File: config.mk
export PLATFORM = sky130hd
export DESIGN_NAME = priority_scan_encoder
export DESIGN_NICKNAME = d
export VERILOG_FILES = /design/src/rtl/priority_enc_pkg.sv /design/src/rtl/priority_find_first.sv /design/src/rtl/priority_scan_encoder.sv
export SDC_FILE = /design/constraint.sdc
export NUM_CORES = 1
export LEC_CHECK = 0
export ABC_AREA = 1
export BUFFER_PORTS_ARGS = -buffer_cell sky130_fd_sc_hd__buf_2
export CAP_MARGIN = 10
export CELL_PAD_IN_SITES_DETAIL_PLACEMENT = 0
export CELL_PAD_IN_SITES_GLOBAL_PLACEMENT = 1
export CORE_MARGIN = 1.5
export CORE_UTILIZATION = 33
export DETAILED_ROUTE_END_ITERATION = 10
export GPL_TIMING_DRIVEN = 0
export HOLD_SLACK_MARGIN = 0.1
export PLACE_DENSITY_LB_ADDON = 0.3
export SKIP_CTS_REPAIR_TIMING = 1
export SLEW_MARGIN = 20
export SYNTH_ARGS = -nofsm -noshare
export SYNTH_HDL_FRONTEND = slang
export SYNTH_SLANG_ARGS = --single-unit
File: constraint.sdc
create_clock -name clk -period 1.6 [get_ports clk]
set_input_delay 0.08 -clock clk [delete_from_list [all_inputs] [get_ports clk]]
set_output_delay 0.08 -clock clk [all_outputs]
set_load 0.05 [all_outputs]
File: src/rtl/priority_enc_pkg.sv
// Shared types and helpers for the priority scan encoder.
// Holds the scan FSM state type and the index-width helper.
package priority_enc_pkg;

   typedef enum logic [0:0] {
      IDLE = 1'b0,
      EMIT = 1'b1
   } state_e;

   // Index width for a vector; never narrower than one bit.
   function automatic int idx_w(input int width);
      int r;
      r = $clog2(width);
      if (r < 1) begin
         return 1;
      end else begin
         return r;
      end
   endfunction

endpackage

File: src/rtl/priority_find_first.sv
// Combinational find-first over a request vector.
// Reports the priority index, an any-set flag and an exactly-one-set flag.
module priority_find_first #(
   parameter int WIDTH     = 16,
   parameter int MSB_FIRST = 1,
   parameter int IDX_W     = 4
) (
   input  logic [WIDTH-1:0] vec_i,
   output logic [IDX_W-1:0] index_o,
   output logic             any_o,
   output logic             single_o
);

   localparam logic [WIDTH-1:0] ONE = {{(WIDTH-1){1'b0}}, 1'b1};

   // Later hits overwrite earlier ones, so the scan direction sets the winner.
   always_comb begin
      index_o = '0;
      if (MSB_FIRST != 0) begin
         for (int i = 0; i < WIDTH; i++) begin
            if (vec_i[i]) begin
               index_o = IDX_W'(i);
            end else begin
               index_o = index_o;
            end
         end
      end else begin
         for (int i = WIDTH - 1; i >= 0; i--) begin
            if (vec_i[i]) begin
               index_o = IDX_W'(i);
            end else begin
               index_o = index_o;
            end
         end
      end
   end

   assign any_o    = |vec_i;
   assign single_o = ((vec_i & (vec_i - ONE)) == '0) && any_o;

endmodule

File: src/rtl/priority_scan_encoder.sv
// Accepts a request vector and emits the index of each set bit, one beat
// per cycle in priority order; an all-zero vector yields a single "none" beat.
module priority_scan_encoder
   import priority_enc_pkg::*;
#(
   parameter  int WIDTH     = 16,
   parameter  int MSB_FIRST = 1,
   localparam int IDX_W     = idx_w(WIDTH)
) (
   input  logic             clk,
   input  logic             rst_n,
   input  logic             in_valid,
   output logic             in_ready,
   input  logic [WIDTH-1:0] in_data,
   input  logic             flush,
   output logic             out_valid,
   input  logic             out_ready,
   output logic [IDX_W-1:0] out_index,
   output logic             out_last,
   output logic             out_none,
   output logic             busy
);

   state_e           state_q, state_d;
   logic [WIDTH-1:0] work_q, work_d;
   logic [IDX_W-1:0] ff_index;
   logic             ff_any;
   logic             ff_single;

   priority_find_first #(
      .WIDTH     (WIDTH),
      .MSB_FIRST (MSB_FIRST),
      .IDX_W     (IDX_W)
   ) u_find (
      .vec_i    (work_q),
      .index_o  (ff_index),
      .any_o    (ff_any),
      .single_o (ff_single)
   );

   // Outputs depend only on registered state, never on in_data.
   assign in_ready  = (state_q == IDLE);
   assign busy      = !in_ready;
   assign out_valid = (state_q == EMIT);
   assign out_index = out_valid ? ff_index : '0;
   assign out_none  = out_valid && !ff_any;
   assign out_last  = out_valid && (ff_single || !ff_any);

   // Next-state: flush wins over both handshakes.
   always_comb begin
      state_d = state_q;
      work_d  = work_q;
      case (state_q)
         IDLE: begin
            if (flush) begin
               work_d = '0;
            end else if (in_valid) begin
               work_d  = in_data;
               state_d = EMIT;
            end else begin
               state_d = IDLE;
            end
         end
         EMIT: begin
            if (flush) begin
               work_d  = '0;
               state_d = IDLE;
            end else if (out_ready) begin
               work_d[ff_index] = 1'b0;
               if (out_last) begin
                  state_d = IDLE;
               end else begin
                  state_d = EMIT;
               end
            end else begin
               state_d = EMIT;
            end
         end
         default: begin
            work_d  = '0;
            state_d = IDLE;
         end
      endcase
   end

   // State and working vector registers.
   always_ff @(posedge clk or negedge rst_n) begin
      if (!rst_n) begin
         state_q <= IDLE;
         work_q  <= '0;
      end else begin
         state_q <= state_d;
         work_q  <= work_d;
      end
   end

endmodule

==> flow_metrics.py <==
metrics = {
    "hold_path": {
        "worstHoldStart": "out_ready",
        "hold_depth": 4,
        "hold_class": "input pin to flop",
        "hold_end": "busy$_DFF_PN0_",
    },
    "finish": {
        "area_delta_synth_final_pct": 55.54,
        "drive_gt1_frac": 0.4371,
        "nFillCells": 391,
        "antenna_cells": 0,
        "layout.nets": 324,
    },
    "clock_tree": {
        "htree_levels": 1,
        "cts_tree": "done",
        "cts_root_buffer": "clkbuf_8",
        "worstSkewPairLatency_ns": 0.25,
        "clock_sinks": 17,
        "cts_made_buffers": 3,
        "clk_pin_slew_ns": 0.07,
        "cts_buffer_depth": 2,
    },
    "synthesis": {
        "synth.area.top_cells": "dfrtp_1, nand2_1, nor2_1, inv_1, nand3_1",
        "synth-adder-area-share": 0,
        "syn_area_per_cell_um2": 6.048,
        "synthSimpleGateAreaFrac": 0.4412,
        "synth.area.mux_share": 0,
        "synthXorXnorAreaFrac": 0,
        "async_reset_ff_frac": 1.000,
        "synth.most_common_cell": "nand2_1",
        "yosys.area.top_type_share": 0.2918,
        "syn_nets": 262,
        "synth_top_cell_by_area": "dfrtp_1",
        "syn_inst": 241,
        "synth_compound_area_frac": 0.1588,
        "synth_edf_count": 0,
        "synth_ff_type": "dfrtp_1",
        "ys_seq_elements": 17,
        "ys_warn_count": 0,
        "syn_area_um2": 1458,
        "synth_top_family_by_area": "simple AND/OR/NAND/NOR gates",
        "yosysSeqAreaShare": 0.2918,
        "yosys-top-cells-count": "nand2_1, nor2_1, inv_1",
        "synthDistinctLibCells": 27,
    },
    "power_and_ir_drop": {
        "swShare": 0.4531,
        "power.leakage_nw": 1.064,
        "netSwitchingPower_w": 0.0009491,
        "clkPwrFrac": 0.155,
        "total_power_w": 0.002095,
        "comb_power_share": 0.584,
        "p_int_w": 0.001145,
        "ir_drop_mv": 0.3914,
        "pwr_density_cell_nw_per_um2": 923.9,
        "seqPwrFrac": 0.262,
    },
    "sta": {
        "max_freq_mhz": 476.6,
        "finClkSkew_ns": 0.006680,
        "finalWorstSetupSlack_ns": -0.4984,
        "fin_crit_ns": 2.098,
        "post-route-period-util": 1.311,
        "fin_setup_tns_ns": -4.561,
        "finalHoldViolCount": 0,
        "setup_viol": 20,
        "rsz0062_at_grt": "true",
        "max_slew_margin": 0.7103,
        "tightest_slew_ns": 0.4346,
        "drv_slew": 0,
    },
    "detailed_routing": {
        "drtIter0Drc": 131,
        "via_count": 1727,
        "ant_nets": 0,
        "drt_pass1_iterations": 4,
        "routedWlPerCell_um": 12.80,
        "drt-total-wl_um": 4507,
        "drcViolationCount": 0,
        "via_per_inst": 4.906,
    },
    "critical_path": {
        "path_class": "flop to output port",
        "cp_max_fo": 3,
        "cp-end-kind": "output port",
        "reg2reg_to": "busy$_DFF_PN0_",
        "crit_start": "work_q[1]$_DFFE_PN0P_",
        "required_ns": 1.52,
        "r2r_slack_ns": -0.33,
        "reg2reg_depth": 12,
        "start_kind": "flop",
        "r2r-start": "work_q[3]$_DFFE_PN0P_",
        "worst_ep_arrival_time_ns": 2.02,
    },
    "floorplanning": {
        "top_level_ports": 30,
        "die-area_um2": 4825,
        "die_y_um": 69.46,
        "initial_utilization": 0.3542,
        "core_um2": 4115,
        "die_w_um": 69.46,
        "rows": 23,
    },
    "global_routing": {
        "grt_max_degree": 18,
        "grt_antenna_before_repair": 0,
        "grt_pass1_vias": 1496,
        "overflow": 0,
        "grt_pass1_wl_um": 7024,
        "grt_use_total": 0.1788,
    },
    "outcome": {
        "status": "finished, violations left",
        "violations": "negative setup slack",
    },
    "placement": {
        "place_congestion": 0.8377,
        "dp_hpwl_um": 3255,
        "port_buffers": 29,
    },
    "run": {
        "max_cap_viol_count": 0,
    },
}
==> flip-flops by register name (all words and copies together) (netlist names) <==
register	cells
work_q	16
busy	1
==> cell families (layout without fill, tap and decap cells) <==
group,after synthesis,count (layout)
compound gates,41,41
buf+inv,40,101
simple gates,143,143
flops,17,17
==> worst max path at each step <==
stage / to / slack [ns] / cells past startpoint
2_1_floorplan: out_last / -0.24 / 9
3_3_place_gp: out_last / -0.49 / 10
3_5_place_dp: out_last / -0.52 / 10
4_1_cts: out_last / -0.81 / 10
5_1_grt: out_last / -0.64 / 10
6_report: out_last / -0.50 / 10
==> cells in the final DEF, fill, tap and decap left out, types with 5 or more instances in the layout <==
cell type,synthesis,routed
o21ai_0,11,8
inv_2,7,8
buf_4,1,24
nand4_1,8,8
nor2_1,42,30
o21ai_1,9,10
nor2_2,4,6
dfrtp_2,0,12
dfrtp_1,17,5
nor2_4,1,11
inv_4,0,5
nand3_1,13,9
inv_1,26,19
nand2_1,64,60
buf_2,3,24
a21oi_1,10,7
buf_6,0,7
o211ai_1,5,5
==> power groups by stage <==
stage                     Sequential [W]  Combinational [W]  Clock, W
after floorplan                 0.000530           0.000640         0
after global placement          0.000537           0.000825         0
after detailed placement        0.000538           0.000826         0
after CTS                       0.000530           0.000829  0.000336
after global routing            0.000554            0.00133  0.000359
final                           0.000548            0.00122  0.000324
==> through the flow <==
stage	area [µm²]	setup slack (ns)	utilization	instances	hold slack, ns
2_1_floorplan	1528	-0.2436	-	241	-0.2156
3_3_place_gp	1735	-0.4923	0.4217	320	0.02658
3_5_place_dp	1735	-0.5218	0.4217	320	0.03057
4_1_cts	1782	-0.8140	0.4330	324	-0.2517
5_1_grt	2267	-0.6380	0.5509	352	0.1256
6_report	2267	-0.4984	0.5509	352	0.1011
==> cell type report <==
type	instances	area [µm²]	area share
plain buffers	6	46.29	0.02042
clock inverters	1	5.005	0.002208
clock buffers	3	41.29	0.01821
flip-flops and latches	17	440.4	0.1943
well taps	50	62.56	0.02759
repair buffers	58	430.4	0.1898
multi-input cells	184	1101	0.4857
inverters	33	140.1	0.06181
==> critical path, stage by stage (launching register included) <==
cell and delay, ns:
dfrtp_2 0.43, nor2_4 0.13, nand2_1 0.06, nand2_1 0.07, o21ai_2 0.08, a2111oi_4 0.26
nand4_1 0.17, nor3_2 0.18, nand4_1 0.16, nand2_4 0.09, buf_8 0.14
==> per-layer routing <==
metal  up-vias  GRT usage  wire length (µm)
met5         -          0                 0
met4         0    0.05882                84
met3         8   0.008721               104
met2        39     0.2949              2206
met1       780     0.2505              2112
li1        900          -                 -
Power figures use the tool's default switching activity.
